`config.mk`:
```
export PLATFORM = sky130hd
export DESIGN_NAME = axi4_lite_arbiter
export DESIGN_NICKNAME = d
export VERILOG_FILES = /design/src/rtl/axi4_lite_arbiter.sv
export SDC_FILE = /design/constraint.sdc
export NUM_CORES = 1
export LEC_CHECK = 0
export CAP_MARGIN = 10
export CORE_AREA = 5 5 175 177
export DETAILED_ROUTE_END_ITERATION = 10
export DIE_AREA = 0 0 180 182
export SLEW_MARGIN = 20
export SYNTH_ARGS = -nofsm -noshare
export SYNTH_HDL_FRONTEND = slang
export SYNTH_SLANG_ARGS = --single-unit
```
`constraint.sdc`:
```
create_clock -name aclk -period 1.5 [get_ports aclk]
set_clock_uncertainty 0.15 [all_clocks]
set_input_delay 0.15 -clock aclk [delete_from_list [all_inputs] [get_ports aclk]]
set_output_delay 0.15 -clock aclk [all_outputs]
set_load 0.03 [all_outputs]
```
`src/rtl/axi4_lite_arbiter.sv`:
```
// Two-master to one-slave AXI4-Lite arbiter.
// Write and read paths arbitrate independently, round-robin per path.
module axi4_lite_arbiter #(
  parameter int ADDR_WIDTH = 32,
  parameter int DATA_WIDTH = 32
) (
  input  logic                    aclk,
  input  logic                    aresetn,
  input  logic [ADDR_WIDTH-1:0]   m0_awaddr,
  input  logic [2:0]              m0_awprot,
  input  logic                    m0_awvalid,
  output logic                    m0_awready,
  input  logic [DATA_WIDTH-1:0]   m0_wdata,
  input  logic [DATA_WIDTH/8-1:0] m0_wstrb,
  input  logic                    m0_wvalid,
  output logic                    m0_wready,
  output logic [1:0]              m0_bresp,
  output logic                    m0_bvalid,
  input  logic                    m0_bready,
  input  logic [ADDR_WIDTH-1:0]   m0_araddr,
  input  logic [2:0]              m0_arprot,
  input  logic                    m0_arvalid,
  output logic                    m0_arready,
  output logic [DATA_WIDTH-1:0]   m0_rdata,
  output logic [1:0]              m0_rresp,
  output logic                    m0_rvalid,
  input  logic                    m0_rready,
  input  logic [ADDR_WIDTH-1:0]   m1_awaddr,
  input  logic [2:0]              m1_awprot,
  input  logic                    m1_awvalid,
  output logic                    m1_awready,
  input  logic [DATA_WIDTH-1:0]   m1_wdata,
  input  logic [DATA_WIDTH/8-1:0] m1_wstrb,
  input  logic                    m1_wvalid,
  output logic                    m1_wready,
  output logic [1:0]              m1_bresp,
  output logic                    m1_bvalid,
  input  logic                    m1_bready,
  input  logic [ADDR_WIDTH-1:0]   m1_araddr,
  input  logic [2:0]              m1_arprot,
  input  logic                    m1_arvalid,
  output logic                    m1_arready,
  output logic [DATA_WIDTH-1:0]   m1_rdata,
  output logic [1:0]              m1_rresp,
  output logic                    m1_rvalid,
  input  logic                    m1_rready,
  output logic [ADDR_WIDTH-1:0]   s_awaddr,
  output logic [2:0]              s_awprot,
  output logic                    s_awvalid,
  input  logic                    s_awready,
  output logic [DATA_WIDTH-1:0]   s_wdata,
  output logic [DATA_WIDTH/8-1:0] s_wstrb,
  output logic                    s_wvalid,
  input  logic                    s_wready,
  input  logic [1:0]              s_bresp,
  input  logic                    s_bvalid,
  output logic                    s_bready,
  output logic [ADDR_WIDTH-1:0]   s_araddr,
  output logic [2:0]              s_arprot,
  output logic                    s_arvalid,
  input  logic                    s_arready,
  input  logic [DATA_WIDTH-1:0]   s_rdata,
  input  logic [1:0]              s_rresp,
  input  logic                    s_rvalid,
  output logic                    s_rready
);

  typedef enum logic [1:0] {
    W_IDLE,
    W_ADDR,
    W_RESP
  } w_state_t;

  typedef enum logic [1:0] {
    R_IDLE,
    R_ADDR,
    R_DATA
  } r_state_t;

  w_state_t r_wstate, w_wnext;
  r_state_t r_rstate, w_rnext;

  logic r_wgnt, r_wlast;
  logic r_rgnt, r_rlast;
  logic r_aw_done, r_w_done;

  logic w_wreq, w_wpick, w_rreq, w_rpick;
  logic w_aw_hs, w_w_hs, w_b_hs, w_wadv;
  logic w_ar_hs, w_r_hs;

  // Contention goes to the master not served last.
  assign w_wreq  = m0_awvalid | m1_awvalid;
  assign w_wpick = (m0_awvalid & m1_awvalid) ? ~r_wlast : m1_awvalid;
  assign w_rreq  = m0_arvalid | m1_arvalid;
  assign w_rpick = (m0_arvalid & m1_arvalid) ? ~r_rlast : m1_arvalid;

  assign w_aw_hs = s_awvalid & s_awready;
  assign w_w_hs  = s_wvalid & s_wready;
  assign w_b_hs  = (r_wstate == W_RESP) & s_bvalid & s_bready;
  assign w_wadv  = (r_aw_done | w_aw_hs) & (r_w_done | w_w_hs);
  assign w_ar_hs = s_arvalid & s_arready;
  assign w_r_hs  = (r_rstate == R_DATA) & s_rvalid & s_rready;

  always_ff @(posedge aclk or negedge aresetn) begin
    if (!aresetn) begin
      r_wstate  <= W_IDLE;
      r_wgnt    <= 1'b0;
      r_wlast   <= 1'b1;
      r_aw_done <= 1'b0;
      r_w_done  <= 1'b0;
    end else begin
      r_wstate <= w_wnext;
      if (r_wstate == W_IDLE && w_wreq)
        r_wgnt <= w_wpick;
      if (r_wstate == W_ADDR) begin
        if (w_wadv) begin
          r_aw_done <= 1'b0;
          r_w_done  <= 1'b0;
        end else begin
          r_aw_done <= r_aw_done | w_aw_hs;
          r_w_done  <= r_w_done | w_w_hs;
        end
      end
      if (w_b_hs)
        r_wlast <= r_wgnt;
    end
  end

  always_ff @(posedge aclk or negedge aresetn) begin
    if (!aresetn) begin
      r_rstate <= R_IDLE;
      r_rgnt   <= 1'b0;
      r_rlast  <= 1'b1;
    end else begin
      r_rstate <= w_rnext;
      if (r_rstate == R_IDLE && w_rreq)
        r_rgnt <= w_rpick;
      if (w_r_hs)
        r_rlast <= r_rgnt;
    end
  end

  always_comb begin
    w_wnext = r_wstate;
    case (r_wstate)
      W_IDLE:  if (w_wreq) w_wnext = W_ADDR;
      W_ADDR:  if (w_wadv) w_wnext = W_RESP;
      W_RESP:  if (w_b_hs) w_wnext = W_IDLE;
      default: w_wnext = W_IDLE;
    endcase
  end

  always_comb begin
    w_rnext = r_rstate;
    case (r_rstate)
      R_IDLE:  if (w_rreq) w_rnext = R_ADDR;
      R_ADDR:  if (w_ar_hs) w_rnext = R_DATA;
      R_DATA:  if (w_r_hs) w_rnext = R_IDLE;
      default: w_rnext = R_IDLE;
    endcase
  end

  // Write channel routing; payloads stay zero unless their valid is high.
  always_comb begin
    s_awaddr   = '0;
    s_awprot   = '0;
    s_awvalid  = 1'b0;
    s_wdata    = '0;
    s_wstrb    = '0;
    s_wvalid   = 1'b0;
    s_bready   = 1'b0;
    m0_awready = 1'b0;
    m1_awready = 1'b0;
    m0_wready  = 1'b0;
    m1_wready  = 1'b0;
    m0_bresp   = '0;
    m1_bresp   = '0;
    m0_bvalid  = 1'b0;
    m1_bvalid  = 1'b0;
    if (r_wstate == W_ADDR) begin
      s_awvalid = ~r_aw_done & (r_wgnt ? m1_awvalid : m0_awvalid);
      s_wvalid  = ~r_w_done & (r_wgnt ? m1_wvalid : m0_wvalid);
      if (s_awvalid) begin
        s_awaddr = r_wgnt ? m1_awaddr : m0_awaddr;
        s_awprot = r_wgnt ? m1_awprot : m0_awprot;
      end
      if (s_wvalid) begin
        s_wdata = r_wgnt ? m1_wdata : m0_wdata;
        s_wstrb = r_wgnt ? m1_wstrb : m0_wstrb;
      end
      m0_awready = ~r_wgnt & ~r_aw_done & s_awready;
      m1_awready = r_wgnt & ~r_aw_done & s_awready;
      m0_wready  = ~r_wgnt & ~r_w_done & s_wready;
      m1_wready  = r_wgnt & ~r_w_done & s_wready;
    end
    if (r_wstate == W_RESP) begin
      s_bready  = r_wgnt ? m1_bready : m0_bready;
      m0_bvalid = ~r_wgnt & s_bvalid;
      m1_bvalid = r_wgnt & s_bvalid;
      if (m0_bvalid) m0_bresp = s_bresp;
      if (m1_bvalid) m1_bresp = s_bresp;
    end
  end

  always_comb begin
    s_araddr   = '0;
    s_arprot   = '0;
    s_arvalid  = 1'b0;
    s_rready   = 1'b0;
    m0_arready = 1'b0;
    m1_arready = 1'b0;
    m0_rdata   = '0;
    m1_rdata   = '0;
    m0_rresp   = '0;
    m1_rresp   = '0;
    m0_rvalid  = 1'b0;
    m1_rvalid  = 1'b0;
    if (r_rstate == R_ADDR) begin
      s_arvalid = r_rgnt ? m1_arvalid : m0_arvalid;
      if (s_arvalid) begin
        s_araddr = r_rgnt ? m1_araddr : m0_araddr;
        s_arprot = r_rgnt ? m1_arprot : m0_arprot;
      end
      m0_arready = ~r_rgnt & s_arready;
      m1_arready = r_rgnt & s_arready;
    end
    if (r_rstate == R_DATA) begin
      s_rready  = r_rgnt ? m1_rready : m0_rready;
      m0_rvalid = ~r_rgnt & s_rvalid;
      m1_rvalid = r_rgnt & s_rvalid;
      if (m0_rvalid) begin
        m0_rdata = s_rdata;
        m0_rresp = s_rresp;
      end
      if (m1_rvalid) begin
        m1_rdata = s_rdata;
        m1_rresp = s_rresp;
      end
    end
  end

endmodule
```
==> results.txt <==
The flow ran to the end, but the final reports show violations. The final reports fail on negative setup slack. The detailed-routing iteration count for the pre-antenna-repair pass came out at 4. In the layout the commonest cells are sky130_fd_sc_hd__clkdlybuf4s50_1 (264), sky130_fd_sc_hd__buf_6 (163), sky130_fd_sc_hd__nor2_4 (103), sky130_fd_sc_hd__buf_4 (80), sky130_fd_sc_hd__mux2i_1 (74).

The proportion of netlist area held by the largest area contributor works out to 0.382. The placed wire-length estimate after detailed placement is 17.5 mm, and the largest net degree at the start of global routing is 28. The starting density of the core is 0.0963.

The logs give 0 for the antenna diode count and 0.120 for the all-layer global routing usage. Leaving out fill and tap cells, the most frequent cell in the layout is sky130_fd_sc_hd__clkdlybuf4s50_1. The delay of the slowest critical-path stage came out at 0.42 ns. Setup repair after global routing could not meet its margin everywhere.

By startpoint and endpoint, the worst setup path is classified as flop to primary output. The count of H-tree levels built during CTS was 1. The highest ir drop seen on vdd is 0.733 mV. The average instance area after synthesis was 7.20 µm²; the total routed wirelength was 22.6 mm. Maximum fanout along the worst path: 5. The run gives 0 as the count of final max-slew check failures. The worst setup path is captured at a primary output.

The class of the worst hold path was input pin to async pin. Transition time at the pin with the least slew margin: 0.532 ns. The logs give 5203 for the number of global-route vias before repair and 0.00280 mm² for the mapped cell area. Clock latency on the worst-skew pair: 0.24 ns. Worst-path cell with the longest stage delay: sky130_fd_sc_hd__dfrtp_1.

Among cell families on the critical path, the largest total delay comes from simple AND/OR/NAND/NOR gates. The signed area change from the synthesized netlist to the final layout was 285%. Number of max-cap violations: 0. STA classifies the critical path startpoint as a flop.

The signal on the critical path passes through nor2b_4 > and3_4 > buf_12 > buf_12 > buf_16 > and2_4 > buf_6. The floorplan step set the die width to 180 µm. In this run the tool buffered the top-level ports with 457 buffer cells. The clock net in this run drives a total of 10 sinks.

The number of I/O pins was 458; the final worst setup slack was -0.510 ns. The total overflow left after global routing is 0. The setup violation total in the final timing report is 199. For the initial antenna violation count, the log shows 1. The final estimated routing congestion in global placement is 0.808. The flop and latch count out of synthesis is 10, and the required time of the worst setup path is 1.20 ns. The count of yosys warnings during synthesis is 0, and the total leakage power is 4.57 nW. The cell chosen for the clock root is sky130_fd_sc_hd__clkbuf_16.

The first-pass GRT wire length was 31.4 mm. The die footprint was 0.0328 mm²; the share of the cycle needed by the critical path after routing was 1.34. The remaining routing DRC violations was 0.

The logs give 35 for the count of cell types in the netlist and 0 for the post-route antenna net violation count. OpenSTA, run right after detailed placement, puts the worst setup slack at -0.407 ns. After detailed routing, the average wire length per cell comes to 17.2 µm. The count of buffering cells on the critical path with inverters included was 4. Summed over all instances, the cell type with the most area after synthesis is sky130_fd_sc_hd__mux2i_1. The tools report the buffer depth of the longest clock path as 2. For the share of synthesized area occupied by flip-flops and latches, the log shows 0.0903.

The cell that appears most often on the critical path is sky130_fd_sc_hd__buf_12. Power spread over the standard cell area amounts to 1480 mW/mm². The core region is 0.0291 mm². By area the synthesized netlist is led by sky130_fd_sc_hd__mux2i_1 (38%), sky130_fd_sc_hd__and2_1 (16%), sky130_fd_sc_hd__nor2_1 (15%).

The count of endpoints failing hold in the final timing report was 0. The vertical die dimension was 182 µm; the share of cells above drive strength 1 was 0.593. The via density per instance came out at 3.72. Synthesis produced a netlist with a net count of 654.

The final layout contains 1192 nets. For the filler cell count, the log shows 2821. The clock slew at the register clock pins of the worst setup and hold paths was 0.04 ns. TritonCTS built the clock tree. The total number of vias was 4892. Data arrives at the worst endpoint at 1.71 ns. The number of buffers added by the clock tree synthesis step is 3, and the maximum operating frequency is 498 MHz. The final period demand of the worst path is 2.01 ns, and the floorplan row count is 63. The worst-case headroom to the max-slew limit came out at 0.644. Counting every instance in the synthesized netlist gives 389.

Number of design-rule violations left by the first detailed-router iteration: 100. The power after layout came out at 16.0 mW.
[per-layer routing]
metal  vias up  global-route usage  wire, µm
met5         -                   0         7
met3        34              0.0337      1560
met4         2              0.0204       398
met1      2252               0.143      8850
met2       223               0.217     11800
li1       2381                   -         -
[final timing paths]
check	startpoint	end	slack (ns)	cells past startpoint
setup / recovery	r_rstate[0]	m1_rdata[19]	-0.51	7
hold / removal	aresetn	r_wgnt	0.12	1
setup reg to reg	r_wgnt	r_wstate[0]	-0.26	5
hold reg to reg	r_wlast	r_wlast	0.33	2
max in group asynchronous	aresetn	r_wgnt	0.69	1
min in group aclk	r_wlast	r_wlast	0.33	2
[report_power, final]
part | internal (mW) | switching, mW
combinational | 7.38 | 7.50
clock | 0.402 | 0.133
sequential | 0.407 | 0.132
[cells in the mapped netlist (all sizes together)]
cell and instances:
a21oi 2, a22o 1, a311oi 2, a31o 2, a31oi 2, a32o 2
and2 72, and3 4, and3b 1, and4b 1, buf 27, clkbuf 5
dfrtp 8, dfstp 2, inv 6, mux2 5, mux2i 107, nand2 10
nand2b 1, nand3 1, nand3b 3, nor2 112, nor2b 3, nor3 4
nor3b 2, o21ai 2, o21bai 1, o41ai 1
[logic make-up after synthesis]
logic type | count (synthesis) | synth area share
compound gates | 15 | 0.0451
buf+inv | 38 | 0.0800
flops | 10 | 0.0903
mux | 112 | 0.403
simple gates | 214 | 0.382
[registers in the layout, summed over array words and instances (netlist names)]
register   count
r_rstate       2
r_wstate       2
r_aw_done      1
r_rgnt         1
r_rlast        1
r_w_done       1
r_wgnt         1
r_wlast        1
[cell type report]
type                       instances  area, µm²  area share
clock buffer                       4       88.8     0.00824
inverter                           6       28.8     0.00267
multi-input combinational        341       3640       0.338
sequential                        10        258      0.0239
tap                              390        488      0.0453
timing repair buffer             565       6280       0.582
[metrics by stage]
stage / hold WS, ns / util / TNS (ns) / area, µm² / cells
after floorplan: -0.296 / - / -7.97 / 3660 / 389
after global placement: 0.330 / 0.298 / -46.90 / 8660 / 1259
after detailed placement: 0.333 / 0.298 / -49.11 / 8660 / 1259
after CTS: 0.157 / 0.346 / -82.15 / 10100 / 1301
after global routing: 0.164 / 0.371 / -92.46 / 10800 / 1316
final: 0.117 / 0.371 / -82.10 / 10800 / 1316
[repair_timing]
action	4_1_cts	5_1_grt
endpoints found under the setup margin	199	201
pin swaps	50	48
hold buffers	0	0
gates cloned	10	7
buffers inserted	29	18
resized for setup	205	144
(Power assumes the default switching activity.)
